===== config.mk =====
export PLATFORM = sky130hd
export DESIGN_NAME = relu_seq_ctrl
export DESIGN_NICKNAME = d
export VERILOG_FILES = /design/src/rtl/relu_seq_ctrl_pkg.sv /design/src/rtl/relu_wait_timer.sv /design/src/rtl/relu_seq_ctrl.sv
export SDC_FILE = /design/constraint.sdc
export NUM_CORES = 1
export LEC_CHECK = 0
export ABC_CLOCK_PERIOD_IN_PS = 3150
export BUFFER_PORTS_ARGS = -buffer_cell sky130_fd_sc_hd__buf_2
export CAP_MARGIN = 10
export CORE_MARGIN = 3
export CORE_UTILIZATION = 45
export DETAILED_ROUTE_END_ITERATION = 7
export PLACE_DENSITY = 0.75
export SKIP_LAST_GASP = 1
export SLEW_MARGIN = 25
export SYNTH_ARGS = -nofsm -noshare
export SYNTH_HDL_FRONTEND = slang
export SYNTH_HIERARCHICAL = 1
export SYNTH_SLANG_ARGS = --single-unit

===== constraint.sdc =====
create_clock -name clk -period 3.15 [get_ports clk]
set_input_delay 0.945 -clock clk [delete_from_list [all_inputs] [get_ports clk]]
set_output_delay 0.945 -clock clk [all_outputs]
set_load 0.01 [all_outputs]

===== src/rtl/relu_seq_ctrl_pkg.sv =====
// Shared definitions for the ReLU sequencer: width defaults,
// buffer depth and the FSM state encoding.
package relu_seq_ctrl_pkg;

    localparam int DATA_W_DEF  = 32;
    localparam int ADDR_W_DEF  = 5;
    localparam int TIMEOUT_DEF = 8;
    localparam int MAX_ELEMS   = 32;

    localparam logic [2:0] ST_IDLE  = 3'd0;
    localparam logic [2:0] ST_READ  = 3'd1;
    localparam logic [2:0] ST_LOAD  = 3'd2;
    localparam logic [2:0] ST_ISSUE = 3'd3;
    localparam logic [2:0] ST_WAIT  = 3'd4;
    localparam logic [2:0] ST_WRITE = 3'd5;
    localparam logic [2:0] ST_DONE  = 3'd6;

    typedef enum logic [2:0] {
        S_IDLE  = ST_IDLE,
        S_READ  = ST_READ,
        S_LOAD  = ST_LOAD,
        S_ISSUE = ST_ISSUE,
        S_WAIT  = ST_WAIT,
        S_WRITE = ST_WRITE,
        S_DONE  = ST_DONE
    } state_t;

endpackage


===== src/rtl/relu_wait_timer.sv =====
// Loadable down-counter bounding the wait for a ReLU result.
// Ports: clk, rst_n; load (reload to TIMEOUT-1); dec (count down);
// expired (high while the count is zero, i.e. on the last allowed cycle).
module relu_wait_timer #(
    parameter int TIMEOUT = 8
) (
    input  logic clk,
    input  logic rst_n,
    input  logic load,
    input  logic dec,
    output logic expired
);

    localparam int CW = (TIMEOUT < 2) ? 1 : $clog2(TIMEOUT);

    logic [CW-1:0] cnt;

    always_ff @(posedge clk or negedge rst_n) begin
        if (!rst_n) begin
            cnt <= '0;
        end else if (load) begin
            cnt <= CW'(TIMEOUT - 1);
        end else if (dec && (cnt != '0)) begin
            cnt <= cnt - CW'(1);
        end
    end

    assign expired = (cnt == '0);

endmodule


===== src/rtl/relu_seq_ctrl.sv =====
// Sequencer walking the activation buffer through the ReLU unit.
// Ports: start/num_elems/busy/done/error to the scheduler; rd_* source
// SRAM; relu_* ReLU unit handshake; wr_* destination SRAM.
module relu_seq_ctrl
    import relu_seq_ctrl_pkg::*;
#(
    parameter int DATA_W  = DATA_W_DEF,
    parameter int ADDR_W  = ADDR_W_DEF,
    parameter int TIMEOUT = TIMEOUT_DEF
) (
    input  logic              clk,
    input  logic              rst_n,
    input  logic              start,
    input  logic [ADDR_W:0]   num_elems,
    output logic              busy,
    output logic              done,
    output logic              error,
    output logic              rd_en,
    output logic [ADDR_W-1:0] rd_addr,
    input  logic [DATA_W-1:0] rd_data,
    output logic              relu_en,
    output logic [DATA_W-1:0] relu_in_data,
    output logic [ADDR_W-1:0] relu_in_addr,
    input  logic              relu_out_valid,
    input  logic [DATA_W-1:0] relu_out_data,
    input  logic [ADDR_W-1:0] relu_out_addr,
    output logic              wr_en,
    output logic [ADDR_W-1:0] wr_addr,
    output logic [DATA_W-1:0] wr_data
);

    localparam int CW = ADDR_W + 1;

    state_t            state, state_d;
    logic [CW-1:0]     n_q, idx_q, n_clamp;
    logic              err_q;
    logic [DATA_W-1:0] in_data_q, res_q;
    logic [ADDR_W-1:0] in_addr_q;
    logic              accept, last, addr_ok, expired;

    assign n_clamp = (num_elems > CW'(MAX_ELEMS)) ? CW'(MAX_ELEMS) : num_elems;
    assign accept  = (state == S_IDLE) && start;
    assign last    = (idx_q == n_q - CW'(1));
    assign addr_ok = (relu_out_addr == in_addr_q);

    relu_wait_timer #(.TIMEOUT(TIMEOUT)) u_timer (
        .clk     (clk),
        .rst_n   (rst_n),
        .load    (state == S_ISSUE),
        .dec     (state == S_WAIT),
        .expired (expired)
    );

    always_ff @(posedge clk or negedge rst_n) begin
        if (!rst_n) begin
            state <= S_IDLE;
        end else begin
            state <= state_d;
        end
    end

    always_comb begin
        state_d = state;
        unique case (state)
            S_IDLE:  if (start) state_d = (n_clamp == '0) ? S_DONE : S_READ;
            S_READ:  state_d = S_LOAD;
            S_LOAD:  state_d = S_ISSUE;
            S_ISSUE: state_d = S_WAIT;
            S_WAIT: begin
                // a result arriving on the final timer cycle still counts
                if (relu_out_valid) state_d = addr_ok ? S_WRITE : S_DONE;
                else if (expired)   state_d = S_DONE;
            end
            S_WRITE: state_d = last ? S_DONE : S_READ;
            S_DONE:  state_d = S_IDLE;
            default: state_d = S_IDLE;
        endcase
    end

    always_ff @(posedge clk or negedge rst_n) begin
        if (!rst_n) begin
            n_q       <= '0;
            idx_q     <= '0;
            err_q     <= 1'b0;
            in_data_q <= '0;
            in_addr_q <= '0;
            res_q     <= '0;
        end else begin
            unique case (state)
                S_IDLE: if (start) begin
                    n_q   <= n_clamp;
                    idx_q <= '0;
                    err_q <= 1'b0;
                end
                S_LOAD: begin
                    in_data_q <= rd_data;
                    in_addr_q <= idx_q[ADDR_W-1:0];
                end
                S_WAIT: begin
                    if (relu_out_valid) begin
                        res_q <= relu_out_data;
                        if (!addr_ok) err_q <= 1'b1;
                    end else if (expired) begin
                        err_q <= 1'b1;
                    end
                end
                S_WRITE: if (!last) idx_q <= idx_q + CW'(1);
                default: ;
            endcase
        end
    end

    assign busy         = (state != S_IDLE);
    assign done         = (state == S_DONE);
    assign error        = err_q;
    assign rd_en        = (state == S_READ);
    assign rd_addr      = rd_en ? idx_q[ADDR_W-1:0] : '0;
    assign relu_en      = (state == S_ISSUE);
    assign relu_in_data = in_data_q;
    assign relu_in_addr = in_addr_q;
    assign wr_en        = (state == S_WRITE);
    assign wr_addr      = wr_en ? in_addr_q : '0;
    assign wr_data      = wr_en ? res_q : '0;

endmodule


# Word-level counts from Yosys, hierarchy flattened
# Cells that the tools add are included.
# totals
reg_bits	88
input_bits	79
out_inout_bits	85
elab_cells	59
# op_classes
addsub	3
magnitude_cmp	1
n_eq_ne	12
n_mux	21
n_reduce_logical	14
# op_table
operator	n
$mux W32	1
$mux W3	7
$mux W6	3
$pmux W3 S6	1
$pmux W6 S2	1
$mux W5	2
$eq A3 B3 Y1 const B	3
$add A6 B1 Y6 const B	1
$eq A3 B2 Y1 const B	2
$eq A6 B6 Y1	1
$gt A6 B6 Y1 const B	1
$logic_not A3 Y1	2
$logic_not A6 Y1	1
$ne A3 B3 Y1 const B	2
$reduce_and A2 Y1	3
$reduce_bool A2 Y1	3
$reduce_bool A3 Y1	2
$sub A6 B1 Y6 const B	1
$eq A5 B5 Y1	1
$mux W1	4
$ne A2 B2 Y1 const B	2
$reduce_and A4 Y1	1
$eq A3 B1 Y1 const B	1
$reduce_and A3 Y1	1
other kinds (4)	4

# Longest topological paths before layout
# logic_depth
depth_word	6
ltp_mapped	8
depth_no_buf	8

# Hierarchy
# The synthesis kept the hierarchy.
# by_module_without_submodules
module	n_inst	cells_per_inst	area_each_um2	seq_area_each_um2
relu_seq_ctrl	1	331	3992.6	2127.0
relu_wait_timer	1	17	183.9	75.1

# Least setup slack after synthesis
# OpenSTA, ideal clock, no wires.
# synth_timing
path_kind	reg2out
start	register state[0]
end	output rd_addr[0]
arrival_ps	1481
required_time_ps	2205
slack_ps	724
path_stages_with_launch	6
path_buffers	2
cell_sequence	dfrtp_1 -> buf_2 -> nor2b_1 -> clkbuf_1 -> nor2b_1 -> and2_1
# synth_via
elab_chain_len	2
# synth_rtl
item	line	source
start: declaration	relu_seq_ctrl.sv:34	state_t state, state_d;
start signal: assignment	relu_seq_ctrl.sv:58	state <= state_d;
$eq A3 B1 Y1	relu_seq_ctrl.sv:116	assign rd_en = (state == S_READ);
net rd_en	relu_seq_ctrl.sv:18	output logic rd_en,
$mux W5	relu_seq_ctrl.sv:117	assign rd_addr = rd_en ? idx_q[ADDR_W-1:0] : '0;
end: declaration	relu_seq_ctrl.sv:19	output logic [ADDR_W-1:0] rd_addr,
# The timed path passes the listed nets, and every way through them passes these cells.

# Worst setup path after layout
# layout_timing
start	register state[0]
end	output rd_addr[4]
# layout_via
elab_chain_len	2
# layout_rtl
item	line
$eq A3 B1 Y1	relu_seq_ctrl.sv:116
$mux W5	relu_seq_ctrl.sv:117
# Every way passes these cells.

==> flow_summary.ini <==
[run_status]
status = complete, no violations

[global_route]
grt_pass1_wl_mm = 16.32
antenna_found_initial = 1
grt_overflow_total = 0
grt_pass1_vias = 3432
grt_max_degree = 48
grt_usage = 0.1993

[detailed_routing]
vias = 3253
drt-initial-drc-count = 133
wirelength_mm = 10.15
wl_per_cell_um = 16.34
route.detailed.drc = 0
viasPerCell = 5.238
dr.pass1.iters = 4
ant_nets = 0

[setup_path]
cp_top_family = simple AND/OR/NAND/NOR gates
path_cells = nor2b_2, buf_4, nor2b_1, and2_1, buf_2
start_kind = register
cp_slowest_cell = dfrtp_1
critPathMaxFanout = 14
critical_path.max_stage_delay_ns = 0.52
worstPathArrival_ns = 1.88
critPathBufInv = 2
crit_path_end_kind = primary output
worstSetupPathType = register to primary output
crit_required_ns = 2.20

[floorplanning]
row_count = 34
die_y_um = 102.3
dieArea_sq_um = 10470
initial_core_util = 0.4720
die_w_um = 102.3
num_io_pins = 164
fp.coreArea_sq_um = 8848

[clock_network]
clock_path_buffers = 2
cts_num_sinks = 88
cts_setup_buffers = 0
h-tree-depth = 3
numCtsBuffers = 9
cts_resized = 0
clk_latency_ns = 0.36
clkTransAtPathRegs_ns = 0.09
postCtsHoldBufs = 0
root_buffer = clkbuf_8
cts_tree = built

[synthesis]
synth_nets = 431
synth_edf_count = 0
avgSynthCellArea_sq_um = 12.00
ys_warn_count = 6
synth.distinct_cells = 45
syn_inst = 348
syn_area_sq_um = 4177
ys_seq_area_frac = 0.5273
ys.flop_type = dfrtp_1
async_flop_share = 1.000
synth-seq-cells = 88

[timing]
min_period_ns = 2.823
rsz0062_at_grt = no
clock_skew_ns = 0.01351
finalSetupTns_ns = 0
hold_viol_final = 0
drv_slew = 0
setup_viol = 0
tightest_slew_ns = 0.6083
setup_ws_ns = 0.3268
fmax_mhz = 354.2
min_period_over_period = 0.8963
relSlewSlack = 0.5840

[cells_and_area]
final_common_cell = buf_2
final_cell_mix = 162 x buf_2, 88 x dfrtp_1, 67 x mux2_2
multi_input_area_sq_um = 1834
nets = 591
final-seq-area_sq_um = 2202
drive_gt1_frac = 0.5107
n_antenna_cell = 0
area_growth_pct = 27.74
fillers = 774

[power_and_ir_drop]
power_density_nw_per_um2 = 874.3
leakage_uw = 0.002837
ir_worst_vdd_mv = 0.4538

[placed_design]
gp_routability_congestion = 0.7610
io_buffers = 163
detailedPlace.worstSlack_ns = 0.5909
dp_hpwl_mm = 7.474

[hold_path]
hp-class = register to register

[run]
drv_cap = 0
[sequential cells by signal, indices dropped and copies added, names as in the netlist]
signal,count
error,1
idx_q,6
n_q,6
relu_in_addr,5
relu_in_data,32
res_q,32
state,3
u_timer/cnt,3
[cell type report]
type / count / area share
inverter: 9 / 0.006332
sequential: 88 / 0.4128
tap: 108 / 0.02533
timing repair buffer: 172 / 0.1684
clock inverter: 4 / 0.01431
multi-input combinational: 228 / 0.3438
clock buffer: 12 / 0.02908
[power breakdown]
group | total, uW | leakage [uW] | switching (uW) | internal, uW
registers | 1950 | 0.00108 | 315 | 1630
clock network | 893 | 0.000113 | 401 | 492
logic | 1820 | 0.00165 | 905 | 918
total | 4660 | 0.00284 | 1620 | 3040
[synth_stat cells, types with 2 or more instances]
cell type | count | area [sq um]
and3_1 | 40 | 250.2
a21o_1 | 2 | 15.01
nand2b_1 | 6 | 37.54
a21oi_1 | 9 | 45.04
mux2_1 | 3 | 33.78
clkbuf_1 | 9 | 33.78
ha_1 | 4 | 50.05
nor2_1 | 7 | 26.28
xor2_1 | 7 | 61.31
a211oi_1 | 2 | 15.01
nor2b_1 | 2 | 12.51
nor3_1 | 7 | 35.03
inv_1 | 9 | 33.78
mux2i_1 | 3 | 30.03
o211ai_1 | 3 | 22.52
and2_1 | 6 | 37.54
o211ai_2 | 2 | 25.02
o21ai_0 | 8 | 40.04
buf_2 | 12 | 60.06
xnor2_1 | 4 | 35.03
nand3b_1 | 2 | 15.01
mux2_2 | 67 | 754.5
or3_1 | 2 | 12.51
nor3b_1 | 5 | 37.54
and4bb_2 | 2 | 25.02
dfrtp_1 | 88 | 2202
nand3_1 | 2 | 10.01
nand2_1 | 18 | 67.56
[final timing paths]
check                                          start               endpoint  slack (ns)  cells past startpoint
worst max-delay path            state[0]$_DFFE_PN0P_             rd_addr[4]        0.33                      5
worst min-delay path               error$_DFFE_PN0P_      error$_DFFE_PN0P_        0.48                      2
worst max register to register  state[2]$_DFFE_PN0P_  res_q[10]$_DFFE_PN0P_        1.04                      6
worst min register to register     error$_DFFE_PN0P_      error$_DFFE_PN0P_        0.48                      2
max in group asynchronous                      rst_n  res_q[30]$_DFFE_PN0P_        1.93                      2
min in group asynchronous                      rst_n   res_q[6]$_DFFE_PN0P_        0.57                      1
[routing by layer]
metal | GRT usage | routed length, um | up-vias
met2 | 0.3488 | 5275 | 98
met4 | 0.08476 | 208 | 2
met3 | 0.04505 | 590 | 19
met5 | 0 | 13 | -
li1 | - | - | 1550
met1 | 0.2350 | 4062 | 1584
[logic make-up (layout without fill, tap and decap cells)]
| logic type | count (synthesis) | count (layout) | synth area share |
|---|---|---|---|
| AOI/OAI and AO/OA | 37 | 37 | 0.06141 |
| DFF | 88 | 88 | 0.5273 |
| and+or+nand+nor | 103 | 103 | 0.1462 |
| adders and majority gates | 4 | 4 | 0.01198 |
| muxes | 73 | 73 | 0.1959 |
| xor gates and xnor gates | 11 | 11 | 0.02307 |
| buffers and inverters | 32 | 197 | 0.03415 |
[worst min-delay path, delay by kind of cell, from the launching register on]
family	cells	cell delay (ns)
AO/OA/AOI/OAI	1	0.06
AND/OR/NAND/NOR	1	0.04
flip-flops	1	0.35
[stage by stage]
stage               cells  hold WS [ns]    util  power (uW)  instance area (sq um)
global placement      605        0.4614  0.5768        3711                   5104
CTS                   621        0.4905  0.6029        4717                   5335
finish                621        0.4804  0.6029        4665                   5335
global route          621        0.5134  0.6029        4999                   5335
floorplan             348        0.4496       -        3155                   4177
detailed placement    605        0.4708  0.5768        3809                   5104
Power figures use the tool's default switching activity.
